## config.mk

```make
export PLATFORM = sky130hd
export DESIGN_NAME = spi_responder
export DESIGN_NICKNAME = d
export VERILOG_FILES = /design/src/rtl/spi_responder.sv
export SDC_FILE = /design/constraint.sdc
export NUM_CORES = 1
export LEC_CHECK = 0
export ABC_AREA = 1
export CAP_MARGIN = 20
export CORE_ASPECT_RATIO = 1.75
export CORE_MARGIN = 2
export CORE_UTILIZATION = 57
export DETAILED_ROUTE_END_ITERATION = 16
export GPL_ROUTABILITY_DRIVEN = 0
export GPL_TIMING_DRIVEN = 0
export PLACE_DENSITY = 0.83
export SYNTH_ARGS = -nofsm -noshare
export SYNTH_HDL_FRONTEND = slang
export SYNTH_SLANG_ARGS = --single-unit
```

## constraint.sdc

```tcl
create_clock -name clk -period 3.79 [get_ports clk]
set_input_delay 0.758 -clock clk [delete_from_list [all_inputs] [get_ports clk]]
set_output_delay 0.758 -clock clk [all_outputs]
set_load 0.05 [all_outputs]
```

## src/rtl/spi_responder.sv

```systemverilog
// spi_responder: SPI mode-0 byte responder with synchronized pins, RX/TX shift registers and a one-deep TX holding register
module spi_responder (
    input  logic       clk,
    input  logic       resetq,
    input  logic       sck,
    input  logic       cs_n,
    input  logic       mosi,
    output logic       miso,
    output logic       miso_oe,
    input  logic       wr,
    input  logic [7:0] tx_data,
    input  logic       rd,
    output logic [7:0] rx_data,
    output logic       valid,
    output logic       busy,
    output logic       overrun
);

    typedef enum logic {S_IDLE, S_ACTIVE} state_t;

    state_t      r_state;
    state_t      w_next;
    logic [2:0]  r_sck_s;
    logic [1:0]  r_cs_s;
    logic [1:0]  r_mosi_s;
    logic [1:0]  r_init;
    logic        r_armed;
    logic [2:0]  r_cnt;
    logic [6:0]  r_rx_sh;
    logic [7:0]  r_tx;
    logic [7:0]  r_hold;
    logic [7:0]  r_rx;
    logic        r_valid;
    logic        r_busy;
    logic        r_ovr;
    logic        r_oe;

    logic        w_cs;
    logic        w_mosi;
    logic        w_rise;
    logic        w_fall;
    logic        w_start;
    logic        w_stop;
    logic        w_rx_step;
    logic        w_done;
    logic        w_tx_load;
    logic        w_tx_shift;

    assign w_cs   = r_cs_s[1];
    assign w_mosi = r_mosi_s[1];
    assign w_rise = r_sck_s[1] & ~r_sck_s[2];
    assign w_fall = ~r_sck_s[1] & r_sck_s[2];

    // Pin synchronizers; r_init/r_armed stop the reset-level cs_n from faking a falling edge after reset
    always_ff @(posedge clk) begin
        if (!resetq) begin
            r_sck_s  <= 3'b000;
            r_cs_s   <= 2'b11;
            r_mosi_s <= 2'b11;
            r_init   <= 2'b00;
            r_armed  <= 1'b0;
        end else begin
            r_sck_s  <= {r_sck_s[1:0], sck};
            r_cs_s   <= {r_cs_s[0], cs_n};
            r_mosi_s <= {r_mosi_s[0], mosi};
            r_init   <= {r_init[0], 1'b1};
            r_armed  <= r_armed | (r_init[1] & w_cs);
        end
    end

    // State register
    always_ff @(posedge clk) begin
        if (!resetq) r_state <= S_IDLE;
        else         r_state <= w_next;
    end

    // Next state and per-cycle datapath strobes
    always_comb begin
        w_next     = r_state;
        w_start    = 1'b0;
        w_stop     = 1'b0;
        w_rx_step  = 1'b0;
        w_done     = 1'b0;
        w_tx_load  = 1'b0;
        w_tx_shift = 1'b0;
        if (r_state == S_IDLE) begin
            if (r_armed && !w_cs) begin
                w_next    = S_ACTIVE;
                w_start   = 1'b1;
                w_tx_load = 1'b1;
            end
        end else if (w_cs) begin
            w_next = S_IDLE;
            w_stop = 1'b1;
        end else begin
            w_rx_step  = w_rise;
            w_done     = w_rise && (r_cnt == 3'd7);
            w_tx_load  = w_fall && (r_cnt == 3'd0);
            w_tx_shift = w_fall && (r_cnt != 3'd0);
        end
    end

    // Shift registers, bit counter and output enable
    always_ff @(posedge clk) begin
        if (!resetq) begin
            r_cnt   <= 3'd0;
            r_rx_sh <= 7'd0;
            r_tx    <= 8'hFF;
            r_oe    <= 1'b0;
        end else begin
            r_oe <= (w_next == S_ACTIVE);
            if (w_stop) begin
                r_cnt <= 3'd0;
                r_tx  <= 8'hFF;
            end else begin
                if (w_rx_step) begin
                    r_rx_sh <= {r_rx_sh[5:0], w_mosi};
                    r_cnt   <= r_cnt + 3'd1;
                end
                if (w_tx_load)       r_tx <= r_busy ? r_hold : 8'hFF;
                else if (w_tx_shift) r_tx <= {r_tx[6:0], 1'b1};
            end
        end
    end

    // TX holding register; a write in a load cycle wins so the new byte is kept for the next load
    always_ff @(posedge clk) begin
        if (!resetq) begin
            r_hold <= 8'd0;
            r_busy <= 1'b0;
        end else if (wr) begin
            r_hold <= tx_data;
            r_busy <= 1'b1;
        end else if (w_tx_load) begin
            r_busy <= 1'b0;
        end
    end

    // Received byte, valid and overrun flags; a completing byte takes priority over a read
    always_ff @(posedge clk) begin
        if (!resetq) begin
            r_rx    <= 8'd0;
            r_valid <= 1'b0;
            r_ovr   <= 1'b0;
        end else if (w_done) begin
            r_rx    <= {r_rx_sh, w_mosi};
            r_valid <= 1'b1;
            if (r_valid && !rd) r_ovr <= 1'b1;
        end else if (rd) begin
            r_valid <= 1'b0;
            r_ovr   <= 1'b0;
        end
    end

    assign miso    = r_tx[7];
    assign miso_oe = r_oe;
    assign rx_data = r_rx;
    assign valid   = r_valid;
    assign busy    = r_busy;
    assign overrun = r_ovr;

endmodule
```

==> out/metrics.yaml <==
cts_resized: 0
diodes: 0
place_worst_setup_slack_ns: 1.640
cts_setup_buffers: 0
cts_tree: "built"
synthFlopType: "dfxtp_1"
synthArstFlopShare_pct: 0
ctsLongestPathBuffers: 2
tightestPinTransition_ns: 0.4986
grt_util_all_layers_pct: 23.00
drive_gt1_share_pct: 10.14
hold_path.class: "register to register"
timing.fmax_mhz: 433.6
synthCells: 261
setup_violations: 0
synth_seq_area_share_pct: 49.33
syn_avg_cell_area_um2: 7.464
post-route-util_pct: 71.99
yosys_warnings: 0
p_int_mw: 0.7604
numCtsBuffers: 5
crit_path_end: "miso_oe"
relSlewSlack_pct: 66.66
routed_wirelength_um: 3933
antenna_left: 0
cts.sinks: 48
stdcell_area_um2: 2396
hpwl_um: 2973
powerDensity_nw_per_um2: 404.7
setup_slack_ns: 1.484
maxCapViolations: 0
viasPerCell: 5.065
dp.cells: 333
p_sw_share_pct: 21.58
yosys-top-cells-area: "dfxtp_1 49%, nand2_1 9.6%, nand3_1 8.2%, nor2_1 7.7%, inv_1 5.0%"
maxSlewViolCount: 0
area_delta_synth_final_pct: 22.99
p_clk_share_pct: 39.7
startpoint: "miso_oe$_SDFF_PN0_"
first_pass_iters: 4
rsz0062_at_grt: "no"
antenna_found_initial: 0
die_y_um: 81.34
finalNonFillerCells: 341
p_seq_share_pct: 54.2
core_um2: 3328
skew_ns: 0.007676
cp_top_family: "buffers and inverters"
layout.nets: 313
grt_pass1_vias: 1581
r2r_setup_slack_ns: 2.32
cts-root-buf: "clkbuf_8"
start_util_pct: 58.53
fp-row-count: 28
start_kind: "register"
synth_top_area_cell: "dfxtp_1"
first_iter_violations: 45
synth.distinct_cells: 21
leakage_nw: 1.132
synth-edff-count: 0
place_area_um2: 2275
die_w_um: 48.19
route.detailed.drc: 0
tns_ns: 0
critPathMaxStageDelay_ns: 0.83
hold_viol: 0
crit_cells: 1
critical_path.slowest_cell: "clkdlybuf4s50_1"
num_io_pins: 28
required_ns: 3.03
path_class: "register to output port"
synth_top_area_share_pct: 49.33
synth_area_um2: 1948
vias: 1727
worstRegToRegCells: 8
cp_max_fo: 4
cts.hold.buffers_added: 0
clock_latency_ns: 0.31
ir_drop_uv: 431.1
drt-wirelength-per-cell_um: 11.53
r2r-start: "r_cnt[0]$_SDFFE_PP0P_"
portBuffers: 27
cts-htree-levels: 2
fin_crit_ns: 2.306
grt_pass1_wl_um: 6368
cts.clk_slew.worst_paths_ns: 0.08
crit_arrival_ns: 1.55
syn-num-nets: 279
post-route-period-util_pct: 60.85
grt_max_degree: 16
path_buf_inv: 1
synth_seq_cells: 48
status: "finished clean"
path_cells: "clkdlybuf4s50_1"
r2r_end: "r_tx[5]$_SDFFE_PP1P_"
p_switching_mw: 0.2092
power_frac_comb_pct: 6.1
crit_path_end_kind: "output port"
die-area_um2: 3920
grt.overflow.total: 0
kinds of logic (layout without fill, tap and decap cells):
group	after synthesis	in the layout	synth area share (%)
flops	48	48	49.33
compound gates	36	36	9.248
buf+inv	37	72	7.899
simple gates	137	137	31.60
fa+ha+maj	3	3	1.927
power groups by stage:
stage	Sequential [mW]	Clock [mW]	Combinational [mW]
after global placement	0.537	0	0.0579
after detailed placement	0.537	0	0.0599
after CTS	0.526	0.393	0.0602
final	0.526	0.385	0.0593
after global routing	0.527	0.410	0.0668
after floorplan	0.539	0	0.0303
placed cells by master (no fill, tap or decap), types with 3 or more instances in the layout:
cell | Yosys | routed
nand2_1 | 50 | 50
dfxtp_1 | 48 | 48
nor2_1 | 40 | 40
nand3_1 | 32 | 32
clkdlybuf4s50_1 | 0 | 27
inv_1 | 26 | 26
o21ai_0 | 19 | 19
a21oi_1 | 17 | 17
clkbuf_8 | 0 | 6
or2_2 | 5 | 5
nand2_2 | 4 | 4
buf_2 | 3 | 3
ha_1 | 3 | 3
metrics by stage:
| step | hold WS, ns | power [mW] |
|---|---|---|
| after floorplan | 0.3905 | 0.5689 |
| after CTS | 0.4191 | 0.9785 |
| after global routing | 0.4346 | 1.004 |
| final | 0.4161 | 0.9697 |
| after detailed placement | 0.3982 | 0.5971 |
| after global placement | 0.3948 | 0.5946 |
worst min-delay path by stage:
stage | endpoint | slack [ns] | startpoint | cells after the start
5_1_grt | r_cs_s[1]$_SDFF_PN1_ | 0.43 | r_cs_s[0]$_SDFF_PN1_ | 1
3_5_place_dp | r_cs_s[1]$_SDFF_PN1_ | 0.40 | r_cs_s[0]$_SDFF_PN1_ | 1
2_1_floorplan | r_init[1]$_SDFF_PN0_ | 0.39 | r_init[0]$_DFF_P_ | 2
4_1_cts | r_cs_s[1]$_SDFF_PN1_ | 0.42 | r_cs_s[0]$_SDFF_PN1_ | 1
3_3_place_gp | r_init[1]$_SDFF_PN0_ | 0.39 | r_init[0]$_DFF_P_ | 2
6_report | r_cs_s[1]$_SDFF_PN1_ | 0.42 | r_cs_s[0]$_SDFF_PN1_ | 1
area by class of cell:
cell class,count,area (µm²)
buffer,8,45.04
tap,45,56.30
clock buffer,6,82.58
clock inverter,2,38.79
timing repair buffer,27,270.3
fill,281,932.1
inverter,29,108.9
sequential,48,960.9
multi-input combinational,176,833.3
routing by layer:
metal / wire length [µm] / GRT usage [%] / vias to the layer above
met5: 0 / 0 / -
met2: 2142 / 39.87 / 28
met1: 1564 / 23.59 / 798
met4: 111 / 12.16 / 0
met3: 115 / 5.556 / 10
li1: - / - / 891
registers in the layout (all words and copies together) (netlist names), 2 cells and up:
name	count
r_init	2
r_hold	8
r_cs_s	2
r_rx_sh	7
r_tx	8
r_cnt	3
rx_data	8
r_mosi_s	2
r_sck_s	3
cells in the mapped netlist, types with 3 or more instances:
| library cell | n |
|---|---|
| nor2_1 | 40 |
| buf_2 | 3 |
| o21ai_0 | 19 |
| ha_1 | 3 |
| nand2_1 | 50 |
| nand3_1 | 32 |
| or2_2 | 5 |
| dfxtp_1 | 48 |
| a21oi_1 | 17 |
| inv_1 | 26 |
| nand2_2 | 4 |
(Power assumes the default switching activity.)
==> RTL edit: new RTL, same flow settings <==
Make the reset (`resetq`) asynchronous in 5 clocked blocks.
--- a/src/rtl/spi_responder.sv
+++ b/src/rtl/spi_responder.sv
@@ -53,5 +53,5 @@
 
     // Pin synchronizers; r_init/r_armed stop the reset-level cs_n from faking a falling edge after reset
-    always_ff @(posedge clk) begin
+    always_ff @(posedge clk or negedge resetq) begin
         if (!resetq) begin
             r_sck_s  <= 3'b000;
@@ -70,5 +70,5 @@
 
     // State register
-    always_ff @(posedge clk) begin
+    always_ff @(posedge clk or negedge resetq) begin
         if (!resetq) r_state <= S_IDLE;
         else         r_state <= w_next;
@@ -102,5 +102,5 @@
 
     // Shift registers, bit counter and output enable
-    always_ff @(posedge clk) begin
+    always_ff @(posedge clk or negedge resetq) begin
         if (!resetq) begin
             r_cnt   <= 3'd0;
@@ -125,5 +125,5 @@
 
     // TX holding register; a write in a load cycle wins so the new byte is kept for the next load
-    always_ff @(posedge clk) begin
+    always_ff @(posedge clk or negedge resetq) begin
         if (!resetq) begin
             r_hold <= 8'd0;
@@ -138,5 +138,5 @@
 
     // Received byte, valid and overrun flags; a completing byte takes priority over a read
-    always_ff @(posedge clk) begin
+    always_ff @(posedge clk or negedge resetq) begin
         if (!resetq) begin
             r_rx    <= 8'd0;
Function: differs if resetq is asserted again (counterexample within 4 cycles, from zero or initial values and one cycle with resetq low); with resetq held inactive, the same outputs for 10 cycles.
==> RTL edit against the unedited design <==
Via count down 21%; wire length down 19%; sequential cell count stayed put; final cell count down 19%; sequential share of layout area grew 11 points; worst setup slack got worse by 0.073 ns; synthesized area fell by 0.32%; design area shrank 1.3%; first-iteration DRC count shrank 51%; largest cell class unchanged; synthesized cell count fell by 25%.
Power is not compared: it rests on default switching activity, and its combinational part moved more than twofold at a synthesized area within 25%.
==> RTL edit: results (changes against the unedited design) <==
| Metric | Value |
|---|---|
| Layout cells sized above 1 | 0.155 (+0.0538) |
| Largest net degree at the start of global routing | 36 (+20) |
| Ys flop type | dfrtp_1 |
| Final Hold Vio Count | 0 (unchanged) |
| Largest stage delay on the critical path | 0.79 ns (-0.04 ns) |
| Pre-Repair DR Iteration Count | 4 (unchanged) |
| Hold/Removal Path Class | input pin to asynchronous set/reset pin |
| Post-synthesis async set-or-reset flop share | 1.00 (+1.00) |
| Tap Count | 45 (unchanged) |
| Post-Layout Cell Count | 277 (-19%) |
| Placed Cells | 269 (-19%) |
| Non-clk bufs | 30 (-14%) |
| Psw | 307 µW |
| Synth cell types | 21 (unchanged) |
| Non-clock buffers, area share | 0.126 (-0.00573) |
| Clock buf count | 6 (unchanged) |
| Routed WL | 3180 µm (-19%) |
| Multi-input gate share of total cell area | 0.262 (-0.0855) |
| Relative slew slack | 0.667 (+0.000805) |
| CP max stage cell | clkdlybuf4s50_1 |
| Placement Setup Slack | 1.73 ns (+0.0893 ns) |
| Post-CTS Resized | 0 (unchanged) |
| Multi-In Gates | 124 (-30%) |
| Avg Inst Size Synth | 9.86 µm² (+32%) |
| Area after DPL | 2270 µm² (about the same) |
| Warnings, synthesis | 0 (unchanged) |
| Status | completed |
| Synthesized flop and latch total | 48 (unchanged) |
| Vias | 1365 (-21%) |
| Data arrival, critical path | 1.62 ns (+0.07 ns) |
| Reg clk slew, reported paths | 0.08 ns (about the same) |
| Detail Placement HPWL | 2470 µm (-17%) |
| Nets | 249 (-20%) |
| GRT Overall Usage | 0.203 (-0.0275) |
| # port buffers | 26 (-3.7%) |
| Reg2reg path depth | 8 (unchanged) |
| Top Family by Delay on Critical Path | buffers and inverters |
| H-Tree Depth | 2 (unchanged) |
| CP Max Fanout | 2 (-2) |
| Setup TNS | 0 ns (unchanged) |
| Post-CTS Hold Fix Bufs | 0 (unchanged) |
| Worst Skew | 0.00661 ns (-0.00107 ns) |
| # fillers | 261 (-7.1%) |
| Register area | 1220 µm² (+27%) |
| Syn_nets | 215 (-23%) |
| Post-synth top cells | nand2_1, dfrtp_1, inv_1 |
| # diodes | 0 (unchanged) |
| Inverters | 22 (-24%) |
| First-pass GRT wire length | 5600 µm (-12%) |
| CTS buffer count | 5 (unchanged) |
| Sequential share of cell area | 0.514 (+0.113) |
| Top cells by area, synth | dfrtp_1, dfstp_2, nand2_1 |
| Sequential share of the synthesized area | 0.626 (+0.133) |
| ClkCell Share | 0.0391 (-0.0115) |
| Initial DRC count | 22 (-51%) |
| Root Driver | clkbuf_8 |
## RTL edit: cell count changes in the layout (fill, tap and decap cells not counted), sizes merged, moves of 4 or more
cell / change
inv: -6
a21oi: -11
nand2: +12
dfrtp: +36
o21ai: +4
or2: -5
nand3: -20
dfxtp: -48
dfstp: +12
nor2: -36
## RTL edit: layer usage
layer / GRT usage / up-vias / share of wire
met5: 0 / - / 0
met3: 0.0400 / 6 / 0.028
met4: 0.0892 / 0 / 0.023
met2: 0.371 / 25 / 0.60
met1: 0.204 / 649 / 0.35
li1: - / 685 / -
## RTL edit: final timing paths
path | endpoint | slack, ns | from
worst max-delay path | miso | 1.41 | r_tx[7]
worst min-delay path | r_armed | 0.35 | resetq
worst max register to register | r_tx[0] | 2.37 | r_cnt[0]
worst min register to register | r_init[1] | 0.35 | r_init[0]
max in group asynchronous | r_tx[7] | 2.90 | resetq
min in group clk | r_init[1] | 0.35 | r_init[0]
## RTL edit: power groups by stage
stage | clock, mW | combinational, mW | sequential [mW]
after CTS | 0.314 | 0.182 | 0.627
final | 0.306 | 0.178 | 0.627
after global placement | 0 | 0.172 | 0.633
after detailed placement | 0 | 0.181 | 0.636
after global routing | 0.334 | 0.204 | 0.635
after floorplan | 0 | 0.0976 | 0.652
## RTL edit: kinds of logic (layout without fill, tap and decap cells)
logic type / count (synthesis) / count (layout) / share of synthesized area
compound gates: 31 / 31 / 0.0979
simple gates: 89 / 89 / 0.200
fa+ha+maj: 3 / 3 / 0.0193
flops: 48 / 48 / 0.626
other cells: 1 / 1 / 0.00193
buf+inv: 25 / 60 / 0.0541
